--- src/rtl/park_pkg.sv ---
// ============================================================================
// park_pkg : lane FSM state encoding and width helpers for park_lane_counter
// Rev 1.0
// ============================================================================
`default_nettype none

package park_pkg;

  localparam int SYNC_STAGES = 2;

  typedef logic [2:0] lane_state_t;

  localparam logic [2:0] ST_IDLE  = 3'd0;
  localparam logic [2:0] ST_EN_O  = 3'd1;
  localparam logic [2:0] ST_EN_OI = 3'd2;
  localparam logic [2:0] ST_EN_I  = 3'd3;
  localparam logic [2:0] ST_EX_I  = 3'd4;
  localparam logic [2:0] ST_EX_OI = 3'd5;
  localparam logic [2:0] ST_EX_O  = 3'd6;

  // Bits needed to hold values 0..n (never less than one bit).
  function automatic int cnt_width(input int n);
    return (n < 1) ? 1 : $clog2(n + 1);
  endfunction

endpackage

`default_nettype wire

--- src/rtl/park_lane_fsm.sv ---
// ============================================================================
// park_lane_fsm : one gate - sensor sync/debounce, direction FSM, event pulses
// Rev 1.0
// ============================================================================
`default_nettype none

module park_lane_fsm
  import park_pkg::*;
#(
  parameter int DEB_CYCLES = 4
) (
  input  logic clk_i,
  input  logic rst_n_i,
  input  logic pout_i,
  input  logic pin_i,
  output logic entry_o,
  output logic exit_o
);

  localparam int DW = cnt_width(DEB_CYCLES);

  logic [1:0] raw;
  logic [1:0] deb;

  assign raw = {pout_i, pin_i};

  for (genvar g = 0; g < 2; g++) begin : g_deb
    logic [SYNC_STAGES-1:0] sync_q;
    logic [DW-1:0]          cnt_q;
    logic                   deb_q;

    // Any sample agreeing with the accepted level restarts the stability run.
    always_ff @(posedge clk_i or negedge rst_n_i) begin
      if (!rst_n_i) begin
        sync_q <= '0;
        cnt_q  <= '0;
        deb_q  <= 1'b0;
      end else begin
        sync_q <= {sync_q[SYNC_STAGES-2:0], raw[g]};
        if (sync_q[SYNC_STAGES-1] == deb_q) begin
          cnt_q <= '0;
        end else if (cnt_q == DW'(DEB_CYCLES - 1)) begin
          deb_q <= sync_q[SYNC_STAGES-1];
          cnt_q <= '0;
        end else begin
          cnt_q <= cnt_q + 1'b1;
        end
      end
    end

    assign deb[g] = deb_q;
  end

  lane_state_t state_q, state_d;
  logic        entry_q, entry_d;
  logic        exit_q,  exit_d;

  always_comb begin
    state_d = state_q;
    entry_d = 1'b0;
    exit_d  = 1'b0;
    case (state_q)
      ST_IDLE:  if (deb == 2'b10) state_d = ST_EN_O;
                else if (deb == 2'b01) state_d = ST_EX_I;
      ST_EN_O:  if (deb == 2'b11) state_d = ST_EN_OI;
                else if (deb == 2'b00) state_d = ST_IDLE;
      ST_EN_OI: if (deb == 2'b01) state_d = ST_EN_I;
                else if (deb == 2'b10) state_d = ST_EN_O;
                else if (deb == 2'b00) state_d = ST_IDLE;
      ST_EN_I:  if (deb == 2'b00) begin
                  state_d = ST_IDLE;
                  entry_d = 1'b1;
                end else if (deb == 2'b11) state_d = ST_EN_OI;
      ST_EX_I:  if (deb == 2'b11) state_d = ST_EX_OI;
                else if (deb == 2'b00) state_d = ST_IDLE;
      ST_EX_OI: if (deb == 2'b10) state_d = ST_EX_O;
                else if (deb == 2'b01) state_d = ST_EX_I;
                else if (deb == 2'b00) state_d = ST_IDLE;
      ST_EX_O:  if (deb == 2'b00) begin
                  state_d = ST_IDLE;
                  exit_d  = 1'b1;
                end else if (deb == 2'b11) state_d = ST_EX_OI;
      default:  state_d = ST_IDLE;
    endcase
  end

  always_ff @(posedge clk_i or negedge rst_n_i) begin
    if (!rst_n_i) begin
      state_q <= ST_IDLE;
      entry_q <= 1'b0;
      exit_q  <= 1'b0;
    end else begin
      state_q <= state_d;
      entry_q <= entry_d;
      exit_q  <= exit_d;
    end
  end

  assign entry_o = entry_q;
  assign exit_o  = exit_q;

endmodule

`default_nettype wire

--- src/rtl/park_lane_counter.sv ---
// ============================================================================
// park_lane_counter : multi-lane car park occupancy counter with capacity flags
// Rev 1.0
// ============================================================================
`default_nettype none

module park_lane_counter
  import park_pkg::*;
#(
  parameter int LANES      = 2,
  parameter int CNT_W      = 8,
  parameter int CAPACITY   = 200,
  parameter int DEB_CYCLES = 4
) (
  input  logic             Clk,
  input  logic             Reset_n,
  input  logic [LANES-1:0] Pout,
  input  logic [LANES-1:0] Pin,
  input  logic             Clear,
  output logic [CNT_W-1:0] CarCount,
  output logic             Full,
  output logic             Empty,
  output logic [LANES-1:0] EntryPulse,
  output logic [LANES-1:0] ExitPulse,
  output logic             Overflow,
  output logic             Underflow
);

  localparam int PC_W = cnt_width(LANES);
  localparam int SW   = CNT_W + 4;

  for (genvar l = 0; l < LANES; l++) begin : g_lane
    park_lane_fsm #(
      .DEB_CYCLES (DEB_CYCLES)
    ) u_lane (
      .clk_i   (Clk),
      .rst_n_i (Reset_n),
      .pout_i  (Pout[l]),
      .pin_i   (Pin[l]),
      .entry_o (EntryPulse[l]),
      .exit_o  (ExitPulse[l])
    );
  end

  logic [PC_W-1:0]     ent_cnt, ext_cnt;
  logic signed [SW-1:0] sum;
  logic signed [SW-1:0] cap;
  logic [CNT_W-1:0]    count_q, count_d;
  logic                ovf_q, ovf_d;
  logic                udf_q, udf_d;

  always_comb begin
    ent_cnt = '0;
    ext_cnt = '0;
    for (int l = 0; l < LANES; l++) begin
      ent_cnt = ent_cnt + PC_W'(EntryPulse[l]);
      ext_cnt = ext_cnt + PC_W'(ExitPulse[l]);
    end
  end

  // Entries and exits net out first, so only the net result can saturate.
  assign sum = $signed(SW'(count_q)) + $signed(SW'(ent_cnt)) - $signed(SW'(ext_cnt));
  assign cap = $signed(SW'(CAPACITY));

  always_comb begin
    count_d = count_q;
    ovf_d   = ovf_q;
    udf_d   = udf_q;
    if (Clear) begin
      count_d = '0;
      ovf_d   = 1'b0;
      udf_d   = 1'b0;
    end else if (sum > cap) begin
      count_d = CNT_W'(CAPACITY);
      ovf_d   = 1'b1;
    end else if (sum[SW-1]) begin
      count_d = '0;
      udf_d   = 1'b1;
    end else begin
      count_d = sum[CNT_W-1:0];
    end
  end

  always_ff @(posedge Clk or negedge Reset_n) begin
    if (!Reset_n) begin
      count_q <= '0;
      ovf_q   <= 1'b0;
      udf_q   <= 1'b0;
    end else begin
      count_q <= count_d;
      ovf_q   <= ovf_d;
      udf_q   <= udf_d;
    end
  end

  assign CarCount  = count_q;
  assign Full      = (count_q == CNT_W'(CAPACITY));
  assign Empty     = (count_q == '0);
  assign Overflow  = ovf_q;
  assign Underflow = udf_q;

endmodule

`default_nettype wire
--- config.mk ---
export PLATFORM = sky130hd
export DESIGN_NAME = park_lane_counter
export DESIGN_NICKNAME = d
export VERILOG_FILES = /design/src/rtl/park_pkg.sv /design/src/rtl/park_lane_fsm.sv /design/src/rtl/park_lane_counter.sv
export SDC_FILE = /design/constraint.sdc
export NUM_CORES = 1
export LEC_CHECK = 0
export CAP_MARGIN = 20
export CORE_MARGIN = 4
export CORE_UTILIZATION = 46
export DETAILED_ROUTE_END_ITERATION = 10
export PLACE_DENSITY = 0.72
export SETUP_SLACK_MARGIN = 0.05
export SLEW_MARGIN = 20
export SYNTH_ARGS = -nofsm -noshare
export SYNTH_HDL_FRONTEND = slang
export SYNTH_SLANG_ARGS = --single-unit
--- constraint.sdc ---
create_clock -name Clk -period 2.75 [get_ports Clk]
set_input_delay 0.4125 -clock Clk [delete_from_list [all_inputs] [get_ports Clk]]
set_output_delay 0.4125 -clock Clk [all_outputs]
set_load 0.01 [all_outputs]
=== Word-level counts from Yosys, hierarchy flattened ===
Index checks and enable logic that the tools add are counted.

* Register bits: 44
* Output and inout port bits: 16
* Word-level logic and storage cells: 132

* Add/subtract/negate cells: 8
* Order comparisons: 1
* Eq/ne operators: 34
* Multiplexer cells: 50
* Bitwise logic cells: 4
* Reduce and logical (&&, ||, !) cells: 14

{| class="wikitable"
|+ Operators with widths
! cell !! count
|-
| two-way mux 3 bit || 34
|-
| one-hot mux 3 bit (7 select lines) || 2
|-
| == test 3 x 2 -> 1 bit (second input constant) || 8
|-
| two-way mux 8 bit || 3
|-
| == test 3 bit (second input constant) || 6
|-
| inequality test 3 x 1 -> 1 bit (second input constant) || 6
|-
| adder 3 x 1 -> 3 bit (second input constant) || 4
|-
| two-way mux 1 bit || 11
|-
| > comparator 10 x 9 -> 1 bit (second input constant) || 1
|-
| AND reduction 2 bit || 5
|-
| subtractor 9 x 2 -> 10 bit || 1
|-
| adder 8 x 2 -> 9 bit || 1
|-
| == test 2 bit (second input constant) || 4
|-
| == test 8 bit (second input constant) || 1
|-
| logical NOT 8 bit || 1
|-
| == test 3 x 1 -> 1 bit (second input constant) || 2
|-
| logical NOT 3 bit || 2
|-
| AND reduction 3 bit || 2
|-
| adder 1 x 1 -> 2 bit || 2
|-
| == test 1 bit || 4
|-
| == test 2 x 1 -> 1 bit (second input constant) || 2
|-
| logical NOT 2 bit || 2
|-
| NOT 1 bit || 4
|-
| nonzero test 2 bit || 2
|-
| inequality test 2 bit (second input constant) || 1
|}

=== Logic depth before layout (Yosys ltp) ===
* Depth after elaboration: 6
* Mapped depth: 12
* Mapped depth without buffers: 12

=== Cells and area by module ===
Synthesis repeated with hierarchy kept, for this count alone.

* Cells, all modules: 262
* Area total of the unflattened synthesis: 2637.5 µm²

{| class="wikitable"
|+ By module, submodules not included
! module !! times used !! cells each !! area each (µm²)
|-
| park_lane_counter || 1 || 106 || 989.7
|-
| park_lane_fsm at g_lane[0].u_lane || 1 || 78 || 824.5
|-
| park_lane_fsm at g_lane[1].u_lane || 1 || 78 || 823.3
|}

=== Worst setup path after synthesis ===
OpenSTA, ideal clock, no wires.

* Path kind: register -> register
* From: register g_lane[0].u_lane.exit_q
* To: register ovf_q (netlist: Overflow)
* Setup time: 0.090 ns
* Arrival: 2.767 ns
* Required time: 2.660 ns
* Slack: -0.107 ns
* Cell stages (with the launch flop): 13
* Cell sequence: dfrtp_1 inv_1 fa_1 inv_1 fa_1 inv_1 ha_1 fa_1 nor2b_2 o2111ai_2 and3_1 or3_1 o221ai_1

* Longest elaborated chain between the ends: 4

{| class="wikitable"
|+ Ends and longest elaborated chain
! what !! RTL line !! source
|-
| start: declaration || park_lane_fsm.sv:56 || <nowiki>logic exit_q, exit_d;</nowiki>
|-
| start signal: assignment || park_lane_fsm.sv:95 || <nowiki>exit_q <= exit_d;</nowiki>
|-
| adder 1 x 1 -> 2 bit || park_lane_counter.sv:57 || <nowiki>ext_cnt = ext_cnt + PC_W'(ExitPulse[l]);</nowiki>
|-
| subtractor 9 x 2 -> 10 bit || park_lane_counter.sv:62 || <nowiki>assign sum = $signed(SW'(count_q)) + $signed(SW'(ent_cnt)) - $signed(SW'(ext_cnt));</nowiki>
|-
| > comparator 10 x 9 -> 1 bit || park_lane_counter.sv:73 || <nowiki>end else if (sum > cap) begin</nowiki>
|-
| nonzero test 2 bit (no line) || -- ||
|-
| end signal: assignment || park_lane_counter.sv:91 || <nowiki>ovf_q <= ovf_d;</nowiki>
|-
| end: declaration || park_lane_counter.sv:49 || <nowiki>logic ovf_q, ovf_d;</nowiki>
|}

Every way passes these cells.
A chain may end at the register's enable or synchronous reset.

=== Worst setup path in the final report ===
* From: register g_lane[1].u_lane.exit_q
* To: register ovf_q (netlist: Overflow)

* Longest elaborated chain between the ends: 4

{| class="wikitable"
|+ Ends and longest elaborated chain
! what !! RTL line
|-
| start: declaration || park_lane_fsm.sv:56
|-
| start signal: assignment || park_lane_fsm.sv:95
|-
| adder 1 x 1 -> 2 bit || park_lane_counter.sv:57
|-
| subtractor 9 x 2 -> 10 bit || park_lane_counter.sv:62
|-
| > comparator 10 x 9 -> 1 bit || park_lane_counter.sv:73
|-
| nonzero test 2 bit (no line) || --
|}

Every way passes these cells.

==> flow_metrics.env <==
export IMPL_p_sw_uw=1330
export IMPL_synth_sequential_area_ratio_pct=46.4
export IMPL_hold_buffers=0
export IMPL_peakVddDrop_mv=0.477
export IMPL_fin_cells=314
export IMPL_grt_pass1_wl_um=7190
export IMPL_rrSetupSlack_ns=-0.11
export IMPL_nNetsFinal=275
export IMPL_combPwrFrac_pct=57.8
export IMPL_fin_tns_setup_ns=-0.581
export IMPL_syn_area_um2=2370
export IMPL_overflow=0
export IMPL_cts_buffers=5
export IMPL_area_delta_synth_final_pct=24.1
export IMPL_vias_per_cell=5.20
export IMPL_seq_power_share_pct=30.9
export IMPL_p_leak_uw=0.00127
export IMPL_antenna_cells=0
export IMPL_dpl_hpwl_um=3110
export IMPL_intPower_uw=1990
export IMPL_async_flop_share_pct=100
export IMPL_vias=1634
export IMPL_hp_class="input port to async pin"
export IMPL_die_w_um=79.8
export IMPL_endpoint_kind="flip-flop"
export IMPL_synth_flop_cell="dfrtp_1"
export IMPL_clk_path_buf_depth=2
export IMPL_io_pins=23
export IMPL_power_frac_clock_pct=11.4
export IMPL_coreArea_um2=4850
export IMPL_rr_worst_depth=12
export IMPL_postSynthNetCount=243
export IMPL_fmax_mhz=350
export IMPL_clock_skew_final_ns=0.00481
export IMPL_drv_slew=0
export IMPL_final_hold_viol_count=0
export IMPL_pwr_density_cell_nw_per_um2=1130
export IMPL_cts_root_buf="clkbuf_8"
export IMPL_wl_per_cell_um=13.6
export IMPL_sw_frac_of_total_pct=40.1
export IMPL_clock_sinks=44
export IMPL_finalCritPeriodShare_pct=104
export IMPL_io_buffers=22
export IMPL_grt_max_degree=45
export IMPL_cts_tree="built"
export IMPL_grt_pass1_vias=1586
export IMPL_start_kind="flip-flop"
export IMPL_status="finished with violations"
export IMPL_reg2reg_from="g_lane[1].u_lane.exit_o$_DFF_PN0_"
export IMPL_antenna_found_initial=0
export IMPL_worst_pin_slew_ns=0.658
export IMPL_worstPathRequired_ns=2.97
export IMPL_drc_errors=0
export IMPL_synth_edf_count=0
export IMPL_path_clk_slew_ns=0.08
export IMPL_ant_nets=0
export IMPL_r2r_end="Overflow$_DFFE_PN0P_"
export IMPL_holdWs_ns=0.0705
export IMPL_first_pass_iters=4
export IMPL_htree_levels=2
export IMPL_critical_path_class="flip-flop to flip-flop"
export IMPL_finalCriticalPeriod_ns=2.86
export IMPL_gp_congestion=0.840
export IMPL_clk_latency_ns=0.29
export IMPL_drive_gt1_share_pct=23.1
export IMPL_place_inst=304
export IMPL_start_util_pct=48.9
export IMPL_syn_inst=215
export IMPL_cp_max_fo=4
export IMPL_slew_headroom_pct=56.2
export IMPL_yosysUniqueCellTypes=51
export IMPL_routed_wl_um=4280
export IMPL_grt_total_usage_pct=14.7
export IMPL_crit_arrival_ns=3.07
export IMPL_die_area_um2=6370
export IMPL_rsz0062_at_grt="true"
export IMPL_die_y_um=79.8
export IMPL_synth_seq_cells=44
export IMPL_drtIter0Drc=86
export IMPL_violations="setup timing"
export IMPL_worst_slack_ns=-0.108
export IMPL_drv_cap=0
export IMPL_synth_warnings=0
export IMPL_setup_viol=8
export IMPL_rows=25
export IMPL_avgSynthCellArea_um2=11.0
==> critical path, stage by stage, from the launching register on <==
cell	delay, ns
dfrtp_1	0.40
inv_2	0.07
fa_1	0.40
inv_1	0.08
fa_2	0.19
inv_2	0.04
ha_4	0.15
fa_2	0.36
nor2b_4	0.15
o2111ai_4	0.29
a21oi_4	0.12
or3_4	0.40
o221ai_2	0.13
==> layout make-up <==
| cell class | count | area (um^2) |
|---|---|---|
| clock buffer | 5 | 68.8 |
| sequential | 44 | 1100 |
| multi-input combinational | 140 | 1230 |
| fill | 397 | 1910 |
| tap | 67 | 83.8 |
| inverter | 21 | 78.8 |
| clock inverter | 2 | 12.5 |
| timing repair buffer | 35 | 369 |
==> synth_stat cells (2+ instances only) <==
cell type  instances  area share [%]
or3_1              2            0.53
nand2_1            7             1.1
and2_1             2            0.53
clkbuf_1           6            0.95
a22o_1             2            0.74
or2_1              2            0.53
nor3b_1            6             1.9
nand2b_1           2            0.53
inv_1             21             3.3
o31ai_1            4             1.3
nor2_1            16             2.5
o32ai_1            3             1.1
nand4_1            2            0.53
o21ai_1            2            0.42
o21a_1             2            0.63
and3_1             4             1.1
dfrtp_1           44              46
o21ai_0            5             1.1
nor3_1             5             1.1
nor3b_2            2             1.1
buf_4              4             1.3
nor2b_1            7             1.8
a32o_1             2            0.84
nand3_1            3            0.63
ha_1              18             9.5
xnor2_1            8             3.0
fa_1               3             2.5
mux2_2             4             1.9
a21oi_1            5             1.1
==> sequential cells by signal, summed over array words and instances, names as in the netlist <==
register                    count
g_lane.u_lane.g_deb.cnt_q      12
CarCount                        8
g_lane.u_lane.g_deb.sync_q      8
g_lane.u_lane.state_q           6
g_lane.u_lane.g_deb.deb_q       4
g_lane.u_lane.entry_o           2
g_lane.u_lane.exit_o            2
Overflow                        1
Underflow                       1
==> power by group through the flow <==
stage	Clock, uW	Sequential [uW]	Combinational, uW
finish	377	1020	1920
detailed placement	0	1030	1660
global placement	0	1030	1620
global route	420	1060	2090
CTS	392	1020	1750
floorplan	0	934	1270
==> repair_timing <==
action                                  CTS  global route
resized for setup                         8             9
endpoints found under the setup margin    9            10
cloned                                    0             0
pin swaps                                11            12
setup buffers                             2             1
==> kinds of logic (layout without fill, tap and decap cells) <==
group / count (synthesis) / in the layout / synth area share (%)
buffers and inverters: 31 / 63 / 5.54
muxes: 4 / 4 / 1.90
xor gates and xnor gates: 10 / 10 / 4.01
AOI/OAI and AO/OA: 38 / 38 / 13.6
adders and majority gates: 21 / 21 / 12.0
and+or+nand+nor: 67 / 67 / 16.6
DFF: 44 / 44 / 46.4
==> cell usage in the layout (no fill, tap or decap), types with 2 or more instances in the layout <==
cell type,instances
nor2_1,15
a32o_1,2
nand2b_1,2
mux2_2,4
or3_4,2
and3_1,3
clkdlybuf4s50_1,21
a21oi_2,3
a21oi_1,2
inv_2,3
o32ai_1,3
nor3_1,5
xnor2_1,8
nand2_1,7
ha_1,17
nor2b_1,7
clkbuf_8,5
nand4_1,2
inv_1,18
buf_4,7
nor3b_2,2
fa_2,2
o31ai_1,4
o21a_1,2
nand3_1,3
dfrtp_1,44
buf_12,2
buf_6,3
o21ai_0,5
a22o_1,2
or2_1,2
nor3b_1,6
==> routing by layer <==
metal / up-vias / global-route usage [%] / share of wire (%)
met1: 786 / 19.1 / 45
met2: 39 / 23.5 / 49
li1: 802 / - / -
met4: 0 / 6.59 / 1.9
met5: - / 0 / 0
met3: 7 / 3.05 / 4.4
==> per-stage QoR <==
step	setup WS, ns	total power [uW]	utilization (%)	instance area, um^2
after floorplan	0.00771	2210	-	2410
after global placement	-0.0805	2650	56.5	2740
after detailed placement	-0.142	2690	56.5	2740
after CTS	-0.131	3170	59.2	2870
after global routing	-0.254	3570	60.7	2940
final	-0.108	3320	60.7	2940
==> how the worst max path moves through the flow <==
| stage | to | startpoint | slack (ns) |
|---|---|---|---|
| finish | Overflow$_DFFE_PN0P_ | g_lane[1].u_lane.exit_o$_DFF_PN0_ | -0.11 |
| global route | CarCount[0]$_DFF_PN0_ | g_lane[0].u_lane.exit_o$_DFF_PN0_ | -0.25 |
| CTS | Overflow$_DFFE_PN0P_ | g_lane[1].u_lane.exit_o$_DFF_PN0_ | -0.13 |
| detailed placement | Overflow$_DFFE_PN0P_ | g_lane[0].u_lane.exit_o$_DFF_PN0_ | -0.14 |
| global placement | Overflow$_DFFE_PN0P_ | g_lane[0].u_lane.exit_o$_DFF_PN0_ | -0.08 |
| floorplan | CarCount[0]$_DFF_PN0_ | g_lane[0].u_lane.exit_o$_DFF_PN0_ | 0.008 |
(Power assumes the default switching activity.)
